==> config.mk <==
export PLATFORM = sky130hd
export DESIGN_NAME = data_mem_ctrl_flat
export DESIGN_NICKNAME = d
export VERILOG_FILES = /design/src/rtl/data_mem_ctrl_if.sv /design/src/rtl/data_mem_ctrl.sv /design/src/flat_wrapper.sv
export SDC_FILE = /design/constraint.sdc
export NUM_CORES = 1
export LEC_CHECK = 0
export CAP_MARGIN = 5
export CORE_ASPECT_RATIO = 1.2
export CORE_MARGIN = 2
export CORE_UTILIZATION = 37
export DETAILED_ROUTE_END_ITERATION = 10
export PLACE_DENSITY_LB_ADDON = 0.25
export SKIP_CTS_REPAIR_TIMING = 1
export SLEW_MARGIN = 20
export SYNTH_ARGS = -nofsm -noshare
export SYNTH_HDL_FRONTEND = slang
export SYNTH_SLANG_ARGS = --single-unit
==> constraint.sdc <==
create_clock -name clk -period 2 [get_ports clk]
set_input_delay 0.6 -clock clk [delete_from_list [all_inputs] [get_ports clk]]
set_output_delay 0.6 -clock clk [all_outputs]
set_load 0.02 [all_outputs]
==> src/rtl/data_mem_ctrl_if.sv <==
// Memory-side request/response bus of the data-memory controller.
// The master modport is the controller, the slave modport is the memory.
interface data_mem_ctrl_if;
    logic        mem_valid;
    logic        mem_ready;
    logic        mem_we;
    logic [3:0]  mem_strb;
    logic [31:0] mem_addr;
    logic [31:0] mem_wdata;
    logic        mem_rvalid;
    logic [31:0] mem_rdata;

    modport master (
        output mem_valid, mem_we, mem_strb, mem_addr, mem_wdata,
        input  mem_ready, mem_rvalid, mem_rdata
    );

    modport slave (
        input  mem_valid, mem_we, mem_strb, mem_addr, mem_wdata,
        output mem_ready, mem_rvalid, mem_rdata
    );
endinterface

==> src/rtl/data_mem_ctrl.sv <==
// Data-memory controller: turns a single-cycle core load/store request into a
// valid/ready bus transaction, stalls the core until completion, and reports
// timeout (bus_err) and, optionally, misaligned accesses.
// Optional feature macro: MISALIGN_CHECK_EN (misaligned word/halfword accesses
// complete immediately with misalign=1 and never reach the bus).
module data_mem_ctrl #(
    parameter int unsigned TIMEOUT_CYCLES = 255
) (
    input  logic                  clk,
    input  logic                  rst,
    input  logic                  core_req_i,
    input  logic                  core_we_re_i,
    input  logic [3:0]            core_mask_i,
    input  logic [31:0]           core_addr_i,
    input  logic [31:0]           core_wdata_i,
    output logic [31:0]           core_rdata_o,
    output logic                  core_stall_o,
    output logic                  core_valid_o,
    output logic                  bus_err_o,
    output logic                  misalign_o,
    data_mem_ctrl_if.master       mem
);

    typedef enum logic [1:0] {
        ST_IDLE = 2'd0,
        ST_REQ  = 2'd1,
        ST_RESP = 2'd2,
        ST_DONE = 2'd3
    } state_t;

    // Counter value of the last cycle allowed in REQ+RESP before aborting.
    localparam logic [9:0] TO_LAST = 10'(TIMEOUT_CYCLES - 32'd1);

    state_t      state_q, state_d;
    logic        we_q, we_d;
    logic [3:0]  strb_q, strb_d;
    logic [31:0] addr_q, addr_d;
    logic [31:0] wdata_q, wdata_d;
    logic [31:0] rdata_q, rdata_d;
    logic [9:0]  cnt_q, cnt_d;
    logic        err_q, err_d;
    logic        mis_q, mis_d;

    logic        timeout_s;
    logic        misalign_s;
    logic        mem_valid_s;
    logic        core_valid_s;
    logic        core_stall_s;

`ifdef MISALIGN_CHECK_EN
    // Word access needs addr[1:0]==0, halfword access needs addr[0]==0.
    function automatic logic is_misaligned(input logic [3:0] mask, input logic [1:0] lsb);
        logic bad;
        bad = 1'b0;
        if (mask == 4'b1111) begin
            bad = (lsb != 2'b00);
        end else if ((mask == 4'b0011) || (mask == 4'b1100)) begin
            bad = lsb[0];
        end else begin
            bad = 1'b0;
        end
        return bad;
    endfunction

    assign misalign_s = core_req_i & is_misaligned(core_mask_i, core_addr_i[1:0]);
`else
    assign misalign_s = 1'b0;
`endif

    // The current REQ/RESP cycle is the TIMEOUT_CYCLES-th one spent on this access.
    assign timeout_s = (cnt_q == TO_LAST);

    // State register.
    always_ff @(posedge clk or negedge rst) begin
        if (!rst) begin
            state_q <= ST_IDLE;
        end else begin
            state_q <= state_d;
        end
    end

    // Next-state logic; a bus response takes priority over a coincident timeout.
    always_comb begin
        state_d = state_q;
        case (state_q)
            ST_IDLE: begin
                if (core_req_i) begin
                    if ((core_mask_i == 4'b0000) || misalign_s) begin
                        state_d = ST_DONE;
                    end else begin
                        state_d = ST_REQ;
                    end
                end else begin
                    state_d = ST_IDLE;
                end
            end
            ST_REQ: begin
                if (mem.mem_ready) begin
                    if (we_q || mem.mem_rvalid) begin
                        state_d = ST_DONE;
                    end else begin
                        state_d = ST_RESP;
                    end
                end else if (timeout_s) begin
                    state_d = ST_DONE;
                end else begin
                    state_d = ST_REQ;
                end
            end
            ST_RESP: begin
                if (mem.mem_rvalid || timeout_s) begin
                    state_d = ST_DONE;
                end else begin
                    state_d = ST_RESP;
                end
            end
            ST_DONE: state_d = ST_IDLE;
            default: state_d = ST_IDLE;
        endcase
    end

    // Datapath next values: request latch, load data, timeout counter, status flags.
    always_comb begin
        we_d    = we_q;
        strb_d  = strb_q;
        addr_d  = addr_q;
        wdata_d = wdata_q;
        rdata_d = rdata_q;
        cnt_d   = cnt_q;
        err_d   = 1'b0;
        mis_d   = 1'b0;
        case (state_q)
            ST_IDLE: begin
                if (core_req_i) begin
                    we_d    = core_we_re_i;
                    strb_d  = core_mask_i;
                    addr_d  = core_addr_i;
                    wdata_d = core_wdata_i;
                    cnt_d   = 10'd0;
                    mis_d   = misalign_s;
                end else begin
                    cnt_d   = cnt_q;
                end
            end
            ST_REQ: begin
                cnt_d = cnt_q + 10'd1;
                if (mem.mem_ready) begin
                    if (!we_q && mem.mem_rvalid) begin
                        rdata_d = mem.mem_rdata;
                    end else begin
                        rdata_d = rdata_q;
                    end
                end else if (timeout_s) begin
                    err_d = 1'b1;
                    if (!we_q) begin
                        rdata_d = 32'd0;
                    end else begin
                        rdata_d = rdata_q;
                    end
                end else begin
                    err_d = 1'b0;
                end
            end
            ST_RESP: begin
                cnt_d = cnt_q + 10'd1;
                if (mem.mem_rvalid) begin
                    rdata_d = mem.mem_rdata;
                end else if (timeout_s) begin
                    err_d   = 1'b1;
                    rdata_d = 32'd0;
                end else begin
                    rdata_d = rdata_q;
                end
            end
            ST_DONE: cnt_d = cnt_q;
            default: cnt_d = cnt_q;
        endcase
    end

    // Datapath registers; err_q/mis_q are set only for the DONE cycle.
    always_ff @(posedge clk or negedge rst) begin
        if (!rst) begin
            we_q    <= 1'b0;
            strb_q  <= 4'd0;
            addr_q  <= 32'd0;
            wdata_q <= 32'd0;
            rdata_q <= 32'd0;
            cnt_q   <= 10'd0;
            err_q   <= 1'b0;
            mis_q   <= 1'b0;
        end else begin
            we_q    <= we_d;
            strb_q  <= strb_d;
            addr_q  <= addr_d;
            wdata_q <= wdata_d;
            rdata_q <= rdata_d;
            cnt_q   <= cnt_d;
            err_q   <= err_d;
            mis_q   <= mis_d;
        end
    end

    // State-decoded outputs; stall is forced low while reset is asserted.
    always_comb begin
        mem_valid_s  = 1'b0;
        core_valid_s = 1'b0;
        core_stall_s = 1'b0;
        case (state_q)
            ST_IDLE: core_stall_s = core_req_i & rst;
            ST_REQ: begin
                mem_valid_s  = 1'b1;
                core_stall_s = rst;
            end
            ST_RESP: core_stall_s = rst;
            ST_DONE: core_valid_s = 1'b1;
            default: core_stall_s = 1'b0;
        endcase
    end

    assign mem.mem_valid  = mem_valid_s;
    assign mem.mem_we     = we_q;
    assign mem.mem_strb   = strb_q;
    assign mem.mem_addr   = addr_q;
    assign mem.mem_wdata  = wdata_q;

    assign core_rdata_o   = rdata_q;
    assign core_stall_o   = core_stall_s;
    assign core_valid_o   = core_valid_s;
    assign bus_err_o      = err_q;
    assign misalign_o     = mis_q;

endmodule

==> src/flat_wrapper.sv <==
// flat-port wrapper written by rule: the top's interface ports become plain ports
module data_mem_ctrl_flat 
#(
    parameter int unsigned TIMEOUT_CYCLES = 255
)
  (clk, rst, core_req_i, core_we_re_i, core_mask_i, core_addr_i, core_wdata_i, core_rdata_o, core_stall_o, core_valid_o, bus_err_o, misalign_o, mem_mem_valid, mem_mem_we, mem_mem_strb, mem_mem_addr, mem_mem_wdata, mem_mem_ready, mem_mem_rvalid, mem_mem_rdata);
  data_mem_ctrl_if mem_i ();
  input  logic clk;
  input  logic rst;
  input  logic core_req_i;
  input  logic core_we_re_i;
  input  logic [3:0] core_mask_i;
  input  logic [31:0] core_addr_i;
  input  logic [31:0] core_wdata_i;
  output logic [31:0] core_rdata_o;
  output logic core_stall_o;
  output logic core_valid_o;
  output logic bus_err_o;
  output logic misalign_o;
  output wire logic [$bits(mem_i.mem_valid)-1:0] mem_mem_valid;
  output wire logic [$bits(mem_i.mem_we)-1:0] mem_mem_we;
  output wire logic [$bits(mem_i.mem_strb)-1:0] mem_mem_strb;
  output wire logic [$bits(mem_i.mem_addr)-1:0] mem_mem_addr;
  output wire logic [$bits(mem_i.mem_wdata)-1:0] mem_mem_wdata;
  input wire logic [$bits(mem_i.mem_ready)-1:0] mem_mem_ready;
  input wire logic [$bits(mem_i.mem_rvalid)-1:0] mem_mem_rvalid;
  input wire logic [$bits(mem_i.mem_rdata)-1:0] mem_mem_rdata;
  assign mem_mem_valid = mem_i.mem_valid;
  assign mem_mem_we = mem_i.mem_we;
  assign mem_mem_strb = mem_i.mem_strb;
  assign mem_mem_addr = mem_i.mem_addr;
  assign mem_mem_wdata = mem_i.mem_wdata;
  assign mem_i.mem_ready = mem_mem_ready;
  assign mem_i.mem_rvalid = mem_mem_rvalid;
  assign mem_i.mem_rdata = mem_mem_rdata;
  data_mem_ctrl #(.TIMEOUT_CYCLES(TIMEOUT_CYCLES)) u_core (.clk(clk), .rst(rst), .core_req_i(core_req_i), .core_we_re_i(core_we_re_i), .core_mask_i(core_mask_i), .core_addr_i(core_addr_i), .core_wdata_i(core_wdata_i), .core_rdata_o(core_rdata_o), .core_stall_o(core_stall_o), .core_valid_o(core_valid_o), .bus_err_o(bus_err_o), .misalign_o(misalign_o), .mem(mem_i));
endmodule
Word level (Yosys, flattened, before mapping). Cells that the tools add are included.

Flip-flop bits (word level): 114. Word-level logic and storage cells: 54.

Add/subtract/negate cells: 1. Equal/unequal tests: 9. Multiplexer cells: 23. Reductions and logical operators: 11. Bitwise gates (word level): 2.

Operators with widths (number): $mux 32 (6); $pmux 32 s2 (1); $pmux 10 s2 (1); $add 10x1->10 const B (1); $eq 10x8->1 const B (1); $mux 10 (1); $ne 3x2->1 const B (3); $mux 2 (4); $pmux 2 s4 (1); $mux 1 (7); $reduce_and 5->1 (1); $eq 2x2->1 const B (2); $logic_not 4->1 (1); $pmux 1 s2 (2); $reduce_and 2->1 (2); $ne 3x3->1 const B (1); $eq 2x1->1 const B (1); $logic_not 2->1 (1); $logic_or 1x1->1 (2); $ne 2x2->1 const B (1); $reduce_bool 2->1 (1); $reduce_or 2->1 (1); $and 1x1->1 (1); $logic_and 1x1->1 (1); other kinds (2) (2).

Longest topological paths before layout.
Depth in word-level cells: 5. Gate-level depth with buffers: 7. Depth with buffers taken out: 6.

Worst setup path after synthesis. OpenSTA, ideal clock, no wires.

Path kind: reg-to-reg. From: register u_core.state_q[1]. To: register u_core.rdata_q[11] (netlist: u_core.core_rdata_o[11]). Period minus slack after synthesis: 2.063 ns. Cell stages (with the launch flop): 8. Buffers on the path: 1. Path slack: -0.063 ns. Arrival: 1.942 ns. Data required time: 1.879 ns. Path through: dfrtp_1 -> inv_1 -> ha_1 -> and3b_1 -> or4_4 -> a21o_2 -> buf_2 -> a22o_2.

Longest elaborated chain between the ends: 3. Elaborated cells between the ends (all ways): 9. Classes of those cells: eq/ne (6); mux (1); reduce/logical (2).

RTL lines: start: declaration (line data_mem_ctrl.sv:34) `state_t state_q, state_d;`; start signal: assignment (line data_mem_ctrl.sv:78) `state_q <= state_d;`; $eq 2x2->1 or $eq 2x1->1 (tied branches) (line data_mem_ctrl.sv:132) `case (state_q)`; $ne 3x2->1 (no line), or another cell as far along; $reduce_and 5->1 (no line); end signal: assignment (line data_mem_ctrl.sv:196) `rdata_q <= rdata_d;`; end: declaration (line data_mem_ctrl.sv:39) `logic [31:0] rdata_q, rdata_d;`.

Several ways; a longest one is shown, not always the timed one. A chain may end at the register's enable or synchronous reset.

Worst setup path after layout.
From: register u_core.state_q[0]. To: register u_core.rdata_q[11] (netlist: u_core.core_rdata_o[11]).

Same word-level chain as after synthesis.

==> flow_metrics.tcl <==
set metrics [dict create \
    core_mm2 0.0121 \
    h-tree-depth 4 \
    max_freq_mhz 479 \
    met2_wirelength_um 6220 \
    timing.critical_path.buf_inv 3 \
    n_antenna_cell 0 \
    multiInputGateArea_mm2 0.00166 \
    vias 3514 \
    synth-adder-area-share_pct 1.91 \
    io_pins 212 \
    dp_hpwl_um 8660 \
    synth_async_sr_flop_share_pct 100 \
    worst-slew-pin-transition_ps 673 \
    maxSlewViolCount 0 \
    post_synth.cell_area_avg_um2 14.7 \
    setup-tns-final_ps -2150 \
    kind_of_start_point_of_the_critical_path "flip-flop" \
    timing.critical_path.required_ps 2340 \
    register_area_mm2 0.00285 \
    grt_util_all_layers_pct 18.4 \
    ir_worst_vdd_uv 794 \
    run_status "finished, violations left" \
    antenna_found_initial 0 \
    critical_path_peak_fanout 8 \
    power_per_cell_area_mw_per_mm2 1720 \
    port-buffer-count 210 \
    dr_wl_met3_um 1050 \
    synth_enable_flop_cells 0 \
    drt-total-wl_um 12300 \
    top_cells_by_area_in_the_synthesized_netlist "sky130_fd_sc_hd__dfrtp_1 (62%), sky130_fd_sc_hd__mux2_2 (17%), sky130_fd_sc_hd__a22o_2 (6.8%), sky130_fd_sc_hd__ha_1 (1.9%), sky130_fd_sc_hd__o21ai_0 (1.5%)" \
    top_signal_layer_used "met4" \
    path_clk_slew_ps 50 \
    finish.utilization_pct 65.6 \
    violations_in_the_final_reports "negative setup slack" \
    cts_tree "done" \
    synth_simple_gate_area_share_pct 5.25 \
    avgRoutedWirePerCell_um 16.8 \
    synth-xor-area-share_pct 0.191 \
    clockBufferDepth 2 \
    kind_of_cell_adding_the_most_delay_to_the_critical_path "simple AND/OR/NAND/NOR gates" \
    placed_inst_area_mm2 0.00704 \
    grt_pass1_wl_um 18900 \
    clk-insertion-delay-late_ps 400 \
    drc_errors 0 \
    cts_made_buffers 17 \
    ys_ff_latch 114 \
    rsz0062_at_grt "true" \
    slowest_stage_cell_on_the_critical_path "sky130_fd_sc_hd__or4_4" \
    main_combinational_cell_family_by_area_after_synthesis "multiplexers" \
    power.total_mw 13.6 \
    drive_gt1_share_pct 31.7 \
    synth_largest_type_area_fraction_pct 62.3 \
    n_fill_cell 920 \
    synthCells 312 \
    die_x_um 106 \
    via_count_of_the_first_global_routing_pass 3763 \
    numClockSinks 114 \
    cts_root_buf "sky130_fd_sc_hd__clkbuf_16" \
    endpoint_kind_of_the_worst_setup_timing_path "flip-flop" \
    fin_ws_ps -86.6 \
    postSynth.topFlopCell "sky130_fd_sc_hd__dfrtp_1" \
    hold-worst-slack_ps 217 \
    die_area_mm2 0.0133 \
    ant_nets 0 \
    timing.clock.skew_ps 7.41 \
    final-hold-violation-count 0 \
    sequential_area_share_after_synthesis_pct 62.3 \
    synth.distinct_cells 40 \
    min-delay-path-class "primary input to async pin" \
    post_synth_instance_area_mm2 0.00458 \
    critical_path.cell_chain "buf_4, ha_4, and3b_1, or4_4, a211oi_4, buf_6, clkbuf_16, a22o_2" \
    routed_via_density 4.80 \
    dr.first_iter.drc_count 139 \
    maximum_number_of_pins_on_one_net_before_global_route_repair 54 \
    setup_violations 33 \
    gp_congestion 0.792 \
    timing.setup.critical_path_class "flip-flop to flip-flop" \
    cap_viol_max_count 0 \
    design.final.nets 672 \
    wirelength_met1_um 4730 \
    mappedNetlistNets 425 \
    synth_mux_area_share_pct 17.2 \
    detail_route.first_pass.iterations 4 \
    ys_warnings 0 \
    post_synthesis_cell_type_with_the_largest_combined_area "sky130_fd_sc_hd__dfrtp_1" \
    layout-area-overhead-vs-synth_pct 73.5 \
    final_cycle_share_pct 104 \
    timing.critical_path.arrival_ps 2430 \
    fin_crit_ps 2090 \
    cellLeakagePower_nw 3.98 \
    post_route_design_area_mm2 0.00794 \
    starting_density_pct 37.8 \
    max_slew_margin_pct 55.2 \
    critPathMaxStageDelay_ps 440 \
    synth_compound_gate_area_share_pct 10.5 \
    die_height_um 126 \
    globalRouteOverflowTotal 0 \
    core.rowCount 44 \
]
==> layer usage <==
metal / GRT usage, % / up-vias
met5: 0 / -
met4: 9.21 / 0
met3: 7.25 / 19
met2: 30.1 / 142
met1: 20.8 / 1725
li1: - / 1628
==> area by class of cell <==
type	instances	share of cell area (%)
sequential	114	35.9
tap	161	2.54
clock inverter	9	1.92
clock buffer	22	6.10
inverter	8	0.378
timing repair buffer	242	32.2
multi-input combinational	176	20.9
==> power by group <==
part | internal (mW) | switching [mW]
logic | 3.54 | 3.07
registers | 3.33 | 0.491
clock network | 2.20 | 1.01
total | 9.07 | 4.57
==> synthesized netlist by cell type, types with 2 or more instances <==
cell / n
sky130_fd_sc_hd__dfrtp_1: 114
sky130_fd_sc_hd__mux2_2: 69
sky130_fd_sc_hd__nand2_1: 6
sky130_fd_sc_hd__nor2_1: 3
sky130_fd_sc_hd__or3_1: 3
sky130_fd_sc_hd__inv_1: 8
sky130_fd_sc_hd__and2_1: 3
sky130_fd_sc_hd__a21oi_1: 7
sky130_fd_sc_hd__nand4b_1: 3
sky130_fd_sc_hd__nand3_1: 2
sky130_fd_sc_hd__buf_4: 2
sky130_fd_sc_hd__buf_6: 3
sky130_fd_sc_hd__or3_2: 2
sky130_fd_sc_hd__nor2b_1: 2
sky130_fd_sc_hd__nand2b_1: 4
sky130_fd_sc_hd__a22o_2: 31
sky130_fd_sc_hd__o21ai_0: 14
sky130_fd_sc_hd__ha_1: 7
sky130_fd_sc_hd__buf_1: 7
sky130_fd_sc_hd__buf_2: 2
==> final timing paths <==
| check | slack [ps] | depth (start not counted) | endpoint | start |
|---|---|---|---|---|
| min in group clk | 490 | 1 | u_core.core_rdata_o[23] | u_core.core_rdata_o[23] |
| max in group asynchronous | 810 | 3 | u_core.mem.mem_wdata[9] | rst |
| worst min register to register | 490 | 1 | u_core.core_rdata_o[23] | u_core.core_rdata_o[23] |
| worst max-delay path | -90 | 8 | u_core.core_rdata_o[11] | u_core.state_q[0] |
| worst max register to register | -90 | 8 | u_core.core_rdata_o[11] | u_core.state_q[0] |
| worst min-delay path | 220 | 2 | u_core.state_q[0] | rst |
==> stage by stage <==
stage                     setup slack, ps  cells
after floorplan                      23.3    312
after detailed placement             -546    696
after CTS                            -593    727
after global placement               -551    696
final                               -86.6    732
after global routing                 -142    732
==> registers in the layout, indices dropped and copies added (netlist names) <==
signal / flops
u_core.core_rdata_o: 32
u_core.mem.mem_addr: 32
u_core.mem.mem_wdata: 32
u_core.cnt_q: 10
u_core.mem.mem_strb: 4
u_core.state_q: 2
u_core.bus_err_o: 1
u_core.mem.mem_we: 1
==> worst register-to-register path, cell delays in order, from the launching register on <==
cell	delay, ps
sky130_fd_sc_hd__dfrtp_1	400
sky130_fd_sc_hd__buf_4	150
sky130_fd_sc_hd__ha_4	160
sky130_fd_sc_hd__and3b_1	170
sky130_fd_sc_hd__or4_4	440
sky130_fd_sc_hd__a211oi_4	250
sky130_fd_sc_hd__buf_6	160
sky130_fd_sc_hd__clkbuf_16	150
sky130_fd_sc_hd__a22o_2	150
==> logic make-up (layout without fill, tap and decap cells) <==
kind of cell,after synthesis,count (layout)
other,1,1
multiplexers,70,70
adder cells (fa/ha/maj),7,7
AO/OA/AOI/OAI,59,59
XOR/XNOR,1,1
AND/OR/NAND/NOR,38,38
buffers and inverters,22,281
flip-flops,114,114
==> cell usage in the layout (no fill, tap or decap), types with 5 or more instances in the layout <==
| cell | synthesis | routed |
|---|---|---|
| sky130_fd_sc_hd__buf_4 | 2 | 27 |
| sky130_fd_sc_hd__clkbuf_16 | 0 | 19 |
| sky130_fd_sc_hd__dlymetal6s2s_1 | 0 | 56 |
| sky130_fd_sc_hd__clkdlybuf4s50_1 | 0 | 151 |
| sky130_fd_sc_hd__a21oi_1 | 7 | 7 |
| sky130_fd_sc_hd__nand2_1 | 6 | 5 |
| sky130_fd_sc_hd__inv_1 | 8 | 6 |
| sky130_fd_sc_hd__o21ai_0 | 14 | 14 |
| sky130_fd_sc_hd__mux2_2 | 69 | 69 |
| sky130_fd_sc_hd__dfrtp_1 | 114 | 114 |
| sky130_fd_sc_hd__a22o_2 | 31 | 31 |
(Power assumes the default switching activity.)
